==> config.mk <==
export PLATFORM = sky130hd
export DESIGN_NAME = trans_layer_n
export DESIGN_NICKNAME = d
export VERILOG_FILES = /design/src/rtl/trans_layer_n.sv
export SDC_FILE = /design/constraint.sdc
export NUM_CORES = 1
export LEC_CHECK = 0
export CAP_MARGIN = 20
export CORE_AREA = 2 2 242 244
export CTS_CLUSTER_SIZE = 16
export DETAILED_ROUTE_END_ITERATION = 12
export DIE_AREA = 0 0 244 246
export SLEW_MARGIN = 10
export SYNTH_ARGS = -nofsm -noshare
export SYNTH_HDL_FRONTEND = slang
export SYNTH_SLANG_ARGS = --single-unit
==> constraint.sdc <==
create_clock -name clk -period 8.45 [get_ports clk]
set_input_delay 1.69 -clock clk [delete_from_list [all_inputs] [get_ports clk]]
set_output_delay 1.69 -clock clk [all_outputs]
set_load 0.02 [all_outputs]
==> src/rtl/trans_layer_n.sv <==
// N-channel transaction layer: a main ingress FIFO routed by destination field into
// NUM_CH egress FIFOs, with almost-full backpressure, delivery counters and a control FSM.
module trans_layer_n #(
   parameter int DATA_SIZE = 12,
   parameter int NUM_CH    = 4,
   parameter int CH_BITS   = $clog2(NUM_CH),
   parameter int MAIN_ADDR = 3,
   parameter int CH_ADDR   = 2,
   parameter int CNT_W     = 6
) (
   input  logic                        clk,
   input  logic                        reset_L,
   input  logic                        init,
   input  logic [CH_ADDR:0]            th_almost_full,
   input  logic [CH_ADDR:0]            th_almost_empty,
   input  logic [DATA_SIZE-1:0]        data_in,
   input  logic                        push,
   input  logic [NUM_CH-1:0]           pop,
   output logic [NUM_CH*DATA_SIZE-1:0] data_out,
   output logic [NUM_CH-1:0]           valid_out,
   output logic [NUM_CH-1:0]           almost_full,
   output logic [NUM_CH-1:0]           almost_empty,
   output logic                        main_full,
   input  logic                        req,
   input  logic [CH_BITS-1:0]          idx,
   output logic [CNT_W-1:0]            data_out_cont,
   output logic                        valid_cont,
   output logic                        idle,
   output logic                        error
);
   localparam int MAIN_DEPTH = 1 << MAIN_ADDR;
   localparam int CH_DEPTH   = 1 << CH_ADDR;
   localparam logic [MAIN_ADDR:0] MAIN_FULL = (MAIN_ADDR+1)'(MAIN_DEPTH);
   localparam logic [CH_ADDR:0]   CH_FULL   = (CH_ADDR+1)'(CH_DEPTH);

   typedef enum logic [2:0] {S_RESET, S_INIT, S_IDLE, S_ACTIVE, S_ERROR} state_t;
   state_t state, state_nxt;

   logic [DATA_SIZE-1:0] main_mem [MAIN_DEPTH];
   logic [MAIN_ADDR-1:0] main_wr, main_rd;
   logic [MAIN_ADDR:0]   main_cnt, main_cnt_nxt;

   logic [DATA_SIZE-1:0] eg_mem [NUM_CH][CH_DEPTH];
   logic [CH_ADDR-1:0]   eg_wr [NUM_CH];
   logic [CH_ADDR-1:0]   eg_rd [NUM_CH];
   logic [CH_ADDR:0]     eg_cnt [NUM_CH];
   logic [CH_ADDR:0]     eg_cnt_nxt [NUM_CH];
   logic [CNT_W-1:0]     cont [NUM_CH];

   logic [CH_ADDR:0]     th_af, th_ae;
   logic [NUM_CH-1:0]    eg_empty, eg_full, af_raw, pop_ok;
   logic [DATA_SIZE-1:0] head;
   logic [CH_BITS-1:0]   dest;
   logic                 op_en, push_ok, route_ok, fault, any_busy;

   always_comb begin
      for (int i = 0; i < NUM_CH; i++) begin
         eg_empty[i]     = (eg_cnt[i] == '0);
         eg_full[i]      = (eg_cnt[i] == CH_FULL);
         af_raw[i]       = (eg_cnt[i] >= th_af);
         almost_empty[i] = (eg_cnt[i] <= th_ae);
      end
   end

   // Loaded thresholds are 0 in RESET, which would make every channel look almost full.
   assign almost_full = (state == S_RESET) ? '0 : af_raw;
   assign main_full   = (main_cnt == MAIN_FULL);

   assign head     = main_mem[main_rd];
   assign dest     = head[DATA_SIZE-1 -: CH_BITS];
   assign op_en    = (state == S_IDLE) || (state == S_ACTIVE);
   assign push_ok  = op_en && push && !main_full;
   assign pop_ok   = {NUM_CH{op_en}} & pop & ~eg_empty;
   assign route_ok = op_en && (main_cnt != '0) && !eg_full[dest] && !af_raw[dest];
   assign fault    = op_en && ((push && main_full) || (|(pop & eg_empty)));

   // NOTE: every variable written in always_comb gets a value on every path; no latches.
   always_comb begin
      main_cnt_nxt = main_cnt + (MAIN_ADDR+1)'(push_ok) - (MAIN_ADDR+1)'(route_ok);
      any_busy     = (main_cnt_nxt != '0);
      for (int i = 0; i < NUM_CH; i++) begin
         eg_cnt_nxt[i] = eg_cnt[i] + (CH_ADDR+1)'(route_ok && (dest == CH_BITS'(i)))
                                   - (CH_ADDR+1)'(pop_ok[i]);
         any_busy = any_busy | (eg_cnt_nxt[i] != '0);
      end
   end

   always_ff @(posedge clk) begin
      if (!reset_L) state <= S_RESET;
      else          state <= state_nxt;
   end

   // IDLE/ACTIVE are chosen from post-edge occupancy, so IDLE always means empty.
   always_comb begin
      state_nxt = state;
      case (state)
         S_RESET:  state_nxt = S_INIT;
         S_INIT:   if (!init) state_nxt = S_IDLE;
         S_IDLE, S_ACTIVE: begin
            if (fault)      state_nxt = S_ERROR;
            else if (init)  state_nxt = S_INIT;
            else            state_nxt = any_busy ? S_ACTIVE : S_IDLE;
         end
         S_ERROR:  state_nxt = S_ERROR;
         default:  state_nxt = S_RESET;
      endcase
   end

   always_comb begin
      idle  = (state == S_IDLE);
      error = (state == S_ERROR);
   end

   always_ff @(posedge clk) begin
      if (!reset_L) begin
         main_wr       <= '0;
         main_rd       <= '0;
         main_cnt      <= '0;
         th_af         <= '0;
         th_ae         <= '0;
         data_out      <= '0;
         valid_out     <= '0;
         data_out_cont <= '0;
         valid_cont    <= 1'b0;
         for (int i = 0; i < NUM_CH; i++) begin
            eg_wr[i]  <= '0;
            eg_rd[i]  <= '0;
            eg_cnt[i] <= '0;
            cont[i]   <= '0;
         end
      end else begin
         if (state == S_INIT) begin
            th_af <= th_almost_full;
            th_ae <= th_almost_empty;
         end
         if (push_ok)  main_wr <= main_wr + 1'b1;
         if (route_ok) main_rd <= main_rd + 1'b1;
         main_cnt <= main_cnt_nxt;
         for (int i = 0; i < NUM_CH; i++) begin
            eg_cnt[i]    <= eg_cnt_nxt[i];
            valid_out[i] <= pop_ok[i];
            if (route_ok && (dest == CH_BITS'(i))) eg_wr[i] <= eg_wr[i] + 1'b1;
            if (pop_ok[i]) begin
               eg_rd[i] <= eg_rd[i] + 1'b1;
               data_out[i*DATA_SIZE +: DATA_SIZE] <= eg_mem[i][eg_rd[i]];
               cont[i]  <= cont[i] + 1'b1;
            end
         end
         valid_cont <= (state == S_IDLE) && req;
         if ((state == S_IDLE) && req) data_out_cont <= cont[idx];
      end
   end

   // NOTE: storage arrays are not reset; pointers and counts define which entries are live.
   always_ff @(posedge clk) begin
      if (push_ok)  main_mem[main_wr] <= data_in;
      if (route_ok) eg_mem[dest][eg_wr[dest]] <= head;
   end
endmodule

==> metrics.cfg, run 1 <==
[route]
drt_wl_total_um=37220
drt_pass1_iterations=4
drt_iter0_drc=559
antenna_left=0
viasPerCell=4.585
wire_per_inst_um=18.35
vias=9298
drc=0

[clocking]
cts_made_buffers=45
cts-resized-gates=0
clockRootBuffer=clkbuf_16
clk_pin_slew_ns=0.06
htreeDepth=2
cts_tree=built
cts_setup_buffers=0
clock_path_buffers=3
clk_latency_ns=0.56
cts_hold_buffers=0
clock-sinks=421

[global_route]
grt_max_degree=86
antenna_found_initial=0
grt_overflow=0
grt.total_usage_pct=12.56
grt_pass1_wl_um=57390
grt_pass1_vias=9566

[critical_path]
cp-start-kind=input port
reg2reg_to=state[0]
crit_start=pop[3]
required_ns=8.90
worst_r2r_path_depth=15
end_kind=register
crit_chain=clkdlybuf4s50_1 -> nand3_1 -> inv_1 -> ha_1 -> inv_1 -> ha_1 -> inv_1 -> fa_1 -> xnor2_1 -> xnor2_1 -> nor4_1 -> nand3_1 -> nand3_1 -> a21boi_0
worstSetupPathType=in2reg
cp.arrival_ns=5.31
critical_path.max_stage_delay_ns=0.74
crit_slowest_cell=inv_1
crit_fanout=15
setup.worst_path.end=state[0]
regToRegSetupSlack_ns=4.12

[synth]
netlist.area_leader.share_pct=57.61
syn_area_um2=17100
synth_top_cells_by_count=328 x edfxtp_1, 131 x nand2_1, 93 x dfxtp_1, 76 x mux4_2, 71 x nor2_1
netlist_instances=1097
synth_warnings=0
synth_area_per_cell_um2=15.59
post-synth-top-count-cell=edfxtp_1
yosys.cell_types.count=43
synth_top_cell_by_area=edfxtp_1
seq_area_frac_synth_pct=68.50
synth_seq_cells=421
async_flop_share_pct=0
syn_nets=1175
ys.flop_type=edfxtp_1
netlist_top_cells_area=edfxtp_1 58%, dfxtp_1 11%, mux4_2 10%
synth_edf_count=328

[place]
port_buffers=98
routabilityCongestion=0.7741
dpl.hpwl_um=24620

[sta]
fmax_mhz=205.7
finalHoldViolations=0
report.final.slew_viol_count=0
period_needed_ns=4.862
post-route-period-util_pct=57.54
fin_tns_setup_ns=0
slew-limit-headroom_pct=39.33
rsz0062_at_grt=false
clock-skew-final_ns=0.01835
worst_pin_slew_ns=0.9101
setup_violations=0

[floorplanning]
initial_utilization_pct=29.81
dieArea_um2=60020
die_w_um=244
die_h_um=246
rows=88
core_um2=57370
ios=99

[run]
drv_cap=0

[layout]
drive_above_1_share_pct=15.36
multi_input_area_um2=5047
insertedDiodeCount=0
num-fill-cells=5337
seqCellArea_um2=11710
final_nets=1306
area_delta_synth_final_pct=20.48

[power_and_ir_drop]
power.leakage_nw=6.833
irDropWorstVdd_mv=0.1563
power_density_nw_per_um2=214.0
total_power_mw=4.407

[min_path]
min_path_type=reg2reg

[outcome]
status=finished, final reports clean

## how the worst min path moves through the flow
stage,start,to,slack (ns),cells after the start
detailed placement,data_out[34],data_out[34],0.46,2
CTS,data_out[34],data_out[34],0.47,2
finish,data_out[29],data_out[29],0.47,2
floorplan,main_rd[2],register,0.45,2
global route,data_out[23],data_out[23],0.50,2
global placement,data_out[23],data_out[23],0.46,2
## power by group
group          internal, mW  switching, mW  leakage, nW  total (mW)
logic                0.0768         0.0839         2.34       0.161
registers              2.23         0.0199         3.75        2.25
clock network          1.20          0.799        0.739        2.00
## placed cells by master (no fill, tap or decap), types with 3 or more instances in the layout
cell / instances
nand2_1: 131
clkbuf_16: 46
xor2_1: 12
or3_1: 4
xnor2_1: 23
a21boi_0: 51
a21oi_1: 14
clkdlybuf4s50_1: 97
clkinv_2: 9
inv_1: 44
nand3_1: 19
nor3b_1: 14
clkbuf_8: 5
dfxtp_1: 93
nand2b_1: 12
o21a_1: 5
and2_1: 15
and3_1: 8
fa_1: 5
buf_6: 5
bufinv_16: 5
nor3_1: 11
nor2b_1: 22
clkinv_1: 3
clkbuf_1: 7
edfxtp_1: 328
ha_1: 44
buf_4: 24
mux4_2: 76
o21ai_0: 9
mux2_2: 12
nor4_1: 3
clkinvlp_4: 3
nor2_1: 71
mux2i_1: 15
## registers in the layout (all words and copies together) (netlist names), named ones only
name / cells
th_ae: 3
valid_cont: 1
main_mem: 96
eg_wr: 8
eg_mem: 192
th_af: 3
state: 3
main_rd: 3
data_out_cont: 6
eg_cnt: 12
main_wr: 3
eg_rd: 8
valid_out: 4
main_cnt: 4
data_out: 48
cont: 24
## critical path, delay by kind of cell
family                   cells  cell delay (ns)
buffers and inverters        4             1.35
AO/OA/AOI/OAI                1             0.07
XOR/XNOR                     2             0.28
AND/OR/NAND/NOR              4             1.02
adder cells (fa/ha/maj)      3             0.88
## routing by layer
layer	share of wire, %	GRT usage, %	vias up
li1	-	-	4340
met1	46	16.80	4714
met2	48	20.84	190
met3	4.7	2.669	54
met4	1.8	3.049	0
met5	0	0	-
## per-stage QoR
stage	area [µm²]	util, %	hold WS (ns)	instances	worst slack [ns]
final	20600	35.91	0.4655	2028	3.588
after global routing	20600	35.91	0.4968	2028	3.202
after CTS	20600	35.91	0.4710	2028	3.458
after detailed placement	19090	33.28	0.4625	1946	2.851
after global placement	19030	33.18	0.4561	1941	2.921
after floorplan	17100	-	0.4489	1097	4.411
## final cells by class
| cell class | instances | area share [%] |
|---|---|---|
| Timing Repair Buffer | 126 | 5.862 |
| Tap cell | 765 | 4.647 |
| Sequential cell | 421 | 56.85 |
| Clock buffer | 58 | 6.050 |
| Inverter | 44 | 0.8018 |
| Clock inverter | 24 | 1.282 |
| Multi-Input combinational cell | 590 | 24.50 |
## kinds of logic after synthesis
family          Yosys count  synth area share, %
flops                   421                68.50
simple gates            316                8.708
mux                     104                11.75
compound gates           86                3.469
buf+inv                  86                1.983
fa+ha+maj                49                3.805
xor+xnor                 35                1.793
Power figures use the tool's default switching activity.
==> run 2: changes to the inputs <==
Clock period 8.45 ns to 4.74 ns, I/O delays scaled along.
==> run 2 against run 1 <==
Compared with the run above: sequential share of layout area decreased by 0.10 points; final area increased by 0.18%; via count decreased by 0.43%; clock power increased by 76%; flip-flop and latch count unchanged; die area unchanged; critical path type is now reg2reg; highest routed layer unchanged; clock skew increased by 0.0015 ns; global-route usage about the same; worst hold slack got worse by 0.0051 ns; critical endpoint unchanged; wire length increased by 0.37%; cell count increased by 0.64%; core utilization increased by 0.065 points.
==> metrics.cfg, run 2 (synthesis gave the netlist of run 1 again) <==
[clocking]
cts_made_buffers=45  ; unchanged
htreeDepth=2  ; unchanged
clk_latency_ns=0.56  ; about the same
clock-sinks=421  ; unchanged
cts_tree=built
cts-resized-gates=0  ; unchanged
cts_setup_buffers=0  ; unchanged
clock_path_buffers=3  ; unchanged
clk_pin_slew_ns=0.06  ; about the same
cts_hold_buffers=0  ; unchanged
clockRootBuffer=clkbuf_16

[global_route]
grt_overflow=0  ; unchanged
antenna_found_initial=0  ; unchanged
grt_pass1_vias=9386  ; -1.9%
grt_max_degree=51  ; -41%
grt_pass1_wl_um=57350  ; about the same
grt.total_usage_pct=12.60  ; +0.038 points

[critical_path]
crit_fanout=16  ; +1
cp-start-kind=register
critical_path.max_stage_delay_ns=0.79  ; +0.05 ns
crit_slowest_cell=dfxtp_1
end_kind=register
worstSetupPathType=reg2reg
required_ns=5.17  ; -3.73 ns
crit_buf_inv=1  ; -3
cp_top_family=simple AND/OR/NAND/NOR gates
cp.arrival_ns=4.63  ; -0.68 ns
crit_chain=mux4_2 -> mux2_2 -> nor2b_2 -> nand4b_2 -> ha_1 -> inv_1 -> ha_1 -> fa_1 -> nor4_1 -> nand2_1 -> nor4_1 -> nand3_1 -> nand3_1 -> a21boi_0

[route]
wl_met1_um=17100  ; about the same
top_layer=met4
drt_pass1_iterations=5  ; +1
wl_met2_um=18000  ; +1.6%
wire_per_inst_um=18.30  ; -0.27%
viasPerCell=4.536  ; -1.1%
antenna_left=0  ; unchanged
drc=0  ; unchanged
dr_wl_met3_um=1638  ; -5.6%
drt_wl_total_um=37360  ; +0.37%
drt_iter0_drc=654  ; +17%
vias=9258  ; -0.43%

[layout]
area_delta_synth_final_pct=20.69
layout_commonest_cell=edfxtp_1
largest_register_ffs=192  ; unchanged
final_cell_mix=328 x edfxtp_1, 131 x nand2_1, 97 x clkdlybuf4s50_1, 93 x dfxtp_1, 76 x mux4_2
final_nets=1317  ; +0.84%
num-fill-cells=5420  ; +1.6%
drive_above_1_share_pct=15.52  ; +0.16 points
insertedDiodeCount=0  ; unchanged

[power_and_ir_drop]
power_density_nw_per_um2=378.4  ; +77%
power.leakage_nw=6.863  ; +0.44%
irDropWorstVdd_mv=0.2351  ; +50%
total_power_mw=7.809  ; +77%

[floorplanning]
dieArea_um2=60020  ; unchanged
rows=88  ; unchanged
die_w_um=244  ; unchanged
ios=99  ; unchanged
core_um2=57370  ; unchanged
die_h_um=246  ; unchanged
initial_utilization_pct=29.81  ; unchanged

[outcome]
status=finished, final reports clean

[place]
place_worst_setup_slack_ns=0.5495  ; -2.302 ns
dpl.hpwl_um=24470  ; -0.58%
port_buffers=98  ; unchanged
routabilityCongestion=0.7676  ; -0.84%

[sta]
finalHoldViolations=0  ; unchanged
setup_violations=0  ; unchanged
worst_slack_ns=0.5461  ; -3.042 ns
rsz0062_at_grt=false
worst_pin_slew_ns=0.9042  ; -0.005930 ns
slew-limit-headroom_pct=39.72  ; +0.40 points
fin_tns_setup_ns=0  ; unchanged
clock-skew-final_ns=0.01986  ; +0.001512 ns
post-route-period-util_pct=88.48
period_needed_ns=4.194
fmax_mhz=238.4
report.final.slew_viol_count=0  ; unchanged

[run]
drv_cap=0  ; unchanged

[min_path]
holdCritStartpoint=data_out[28]
min_path_type=reg2reg

-- run 2: metrics by stage --
stage,hold WS (ns),utilization [%],area (µm²),cells
after floorplan,0.4489,-,17100,1097
after global routing,0.4790,35.97,20640,2041
after detailed placement,0.4565,33.39,19150,1957
after global placement,0.4543,33.39,19150,1957
final,0.4604,35.97,20640,2041
after CTS,0.4647,35.97,20640,2041
-- run 2: final cells by class --
cell class | count | area (µm²) | area share, %
Sequential cell | 421 | 11710 | 56.75
Multi-Input combinational cell | 590 | 5047 | 24.46
Timing Repair Buffer | 137 | 1271 | 6.160
Clock buffer | 63 | 1266 | 6.136
Tap cell | 765 | 957.2 | 4.638
Clock inverter | 21 | 217.7 | 1.055
Inverter | 44 | 165.2 | 0.8003
-- run 2: metal layers --
metal / vias to the layer above / GRT usage, %
li1: 4356 / -
met2: 168 / 21.05
met1: 4686 / 16.86
met5: - / 0
met4: 0 / 3.067
met3: 48 / 2.484
-- run 2: worst paths after layout --
path                                     end  slack (ns)  cells past startpoint
worst min-delay path            data_out[28]        0.46                      2
worst max-delay path                state[0]        0.55                     14
worst max register to register      state[0]        0.55                     14
worst min register to register  data_out[28]        0.46                      2
-- run 2: power breakdown --
group / total (mW) / leakage (nW) / switching [mW] / internal (mW)
sequential: 4.01 / 3.75 / 0.0346 / 3.98
clock: 3.51 / 0.720 / 1.42 / 2.09
combinational: 0.290 / 2.39 / 0.153 / 0.137
-- run 2: worst register-to-register path, stage by stage (launching register included) --
cell and delay (ns):
dfxtp_1 0.79, mux4_2 0.41, mux2_2 0.37, nor2b_2 0.20, nand4b_2 0.27, ha_1 0.37
inv_1 0.04, ha_1 0.18, fa_1 0.44, nor4_1 0.31, nand2_1 0.10, nor4_1 0.29
nand3_1 0.12, nand3_1 0.10, a21boi_0 0.10
==> run 3: changes to the inputs <==
Settings changed: SKIP_LAST_GASP from default to 1.
Clock period 4.74 ns to 4.5 ns, I/O delays scaled along.
==> run 3 against run 2 <==
Compared with the run above: wire length is 0.50% higher; total power is 4.7% higher; cell count hardly changed; first-iteration DRC count is 9.0% lower; core utilization is 0.074 points lower; largest power group unchanged; highest routed layer unchanged.
==> metrics.cfg, run 3 (synthesis gave the netlist of run 1 again) <==
[critical_path]
required_ns=4.96  ; -0.21 ns
end_kind=register
cp.arrival_ns=4.60  ; -0.03 ns
crit_fanout=21  ; +5
reg2reg_to=state[0]
worst_r2r_path_depth=14  ; unchanged
setup.worst_path.end=state[0]
cp-start-kind=register
worstSetupPathType=reg2reg
regToRegSetupSlack_ns=0.35  ; -0.19 ns

[power_and_ir_drop]
irDropWorstVdd_mv=0.2417  ; +2.8%
power_density_nw_per_um2=397.2  ; +5.0%
power.leakage_nw=6.852  ; -0.16%

[sta]
fin_tns_setup_ns=0  ; unchanged
worst_slack_ns=0.3516  ; -0.1945 ns
slew-limit-headroom_pct=39.35  ; -0.37 points
clock-skew-final_ns=0.01631  ; -0.003554 ns
setup_violations=0  ; unchanged
period_needed_ns=4.148  ; -0.04549 ns
rsz0062_at_grt=false
worst_pin_slew_ns=0.9097  ; +0.005555 ns
fmax_mhz=241.1  ; +1.1%
post-route-period-util_pct=92.19  ; +3.7 points
report.final.slew_viol_count=0  ; unchanged
finalHoldViolations=0  ; unchanged

[global_route]
grt_overflow=0  ; unchanged
grt_pass1_wl_um=57840  ; +0.85%
grt_max_degree=81  ; +59%
antenna_found_initial=1  ; +1
grt.total_usage_pct=12.67  ; +0.066 points
grt_pass1_vias=9748  ; +3.9%

[clocking]
clk_pin_slew_ns=0.06  ; about the same
cts_hold_buffers=0  ; unchanged
cts_setup_buffers=0  ; unchanged
htreeDepth=2  ; unchanged
clockRootBuffer=clkbuf_16
cts_tree=built
clk_latency_ns=0.58  ; +0.02 ns
cts_made_buffers=45  ; unchanged
clock-sinks=421  ; unchanged
cts-resized-gates=0  ; unchanged
clock_path_buffers=3  ; unchanged

[route]
antenna_left=0  ; unchanged
top_layer=met4
wire_per_inst_um=18.41  ; +0.59%
drc=0  ; unchanged
vias=9345  ; +0.94%
wl_met1_um=17050  ; -0.30%
drt_pass1_iterations=6  ; +1
wl_met2_um=17920  ; -0.48%
drt_iter0_drc=595  ; -9.0%
dr_wl_met3_um=1722  ; +5.1%
drt_wl_total_um=37540  ; +0.50%
viasPerCell=4.583  ; +1.0%

[floorplanning]
die_h_um=246  ; unchanged
initial_utilization_pct=29.81  ; unchanged
rows=88  ; unchanged
ios=99  ; unchanged
dieArea_um2=60020  ; unchanged
die_w_um=244  ; unchanged
core_um2=57370  ; unchanged

[layout]
largest_register_ffs=192  ; unchanged
num-fill-cells=5379  ; -0.76%
seqCellArea_um2=11710  ; unchanged
final_util_pct=35.90  ; -0.074 points
multi_input_area_um2=5047  ; unchanged
insertedDiodeCount=0  ; unchanged
final_cell_mix=328 x edfxtp_1, 131 x nand2_1, 97 x clkdlybuf4s50_1, 93 x dfxtp_1, 76 x mux4_2
drive_above_1_share_pct=15.38  ; -0.13 points
area_delta_synth_final_pct=20.45
final_nets=1316  ; -0.076%
layout_commonest_cell=edfxtp_1

[outcome]
status=finished, final reports clean

[run]
drv_cap=0  ; unchanged

[place]
dpl.hpwl_um=24570  ; +0.39%
port_buffers=98  ; unchanged
routabilityCongestion=0.7717  ; +0.53%
place_worst_setup_slack_ns=0.2951  ; -0.2545 ns

[min_path]
min_path_type=reg2reg

==> run 3: changes by cell type in the layout (fill, tap and decap cells not counted), sizes merged <==
cell      previous run  this run
buf                 40        39
clkbuf              63        60
clkinv              12        15
clkinvlp             2         0
inv                 47        48
==> run 3: metrics by stage <==
stage	cell area, µm²	cells	power (mW)	hold slack, ns
4_1_cts	20590	2039	8.290	0.4687
5_1_grt	20590	2039	8.456	0.4898
3_5_place_dp	19140	1956	4.617	0.4604
6_report	20590	2039	8.179	0.4613
2_1_floorplan	17100	1097	4.481	0.4489
3_3_place_gp	19140	1956	4.610	0.4568
==> run 3: worst min-delay path by stage <==
stage | start | end | slack [ns] | depth (start not counted)
after CTS | data_out[16] | data_out[16] | 0.47 | 2
after global placement | data_out[28] | data_out[28] | 0.46 | 2
after floorplan | main_rd[2] | register | 0.45 | 2
final | data_out[16] | data_out[16] | 0.46 | 2
after detailed placement | data_out[16] | data_out[16] | 0.46 | 2
after global routing | data_out[25] | data_out[25] | 0.49 | 2
==> run 3: cell type report <==
| cell class | count | area share [%] |
|---|---|---|
| repair buffers | 136 | 6.136 |
| multi-input cells | 590 | 24.51 |
| inverters | 44 | 0.8020 |
| flip-flops and latches | 421 | 56.87 |
| clock buffers | 60 | 5.887 |
| well taps | 765 | 4.648 |
| clock inverters | 23 | 1.148 |
==> run 3: report_power, final <==
group          switching [mW]  leakage (nW)  total, mW  internal, mW
Clock                    1.52         0.713       3.65          2.13
Combinational           0.160          2.39      0.304         0.144
Sequential             0.0363          3.75       4.23          4.19
Total                    1.71          6.85       8.18          6.47
==> run 3: routing by layer <==
metal  global-route usage [%]  vias to the layer above
met2                    21.14                      205
li1                         -                     4369
met4                    4.268                        0
met3                    2.342                       61
met5                        0                        -
met1                    16.60                     4710
==> run 3: worst max-delay path, stage by stage (launching register included) <==
cell and delay, ns:
dfxtp_1 0.49, mux4_2 0.54, mux2_2 0.46, nor2b_2 0.23, nand4b_2 0.28, ha_1 0.38, inv_1 0.04, ha_1 0.19
fa_1 0.45, nor4_1 0.32, nand2_1 0.09, nor4_1 0.28, nand3_1 0.11, nand3_1 0.09, a21boi_0 0.07
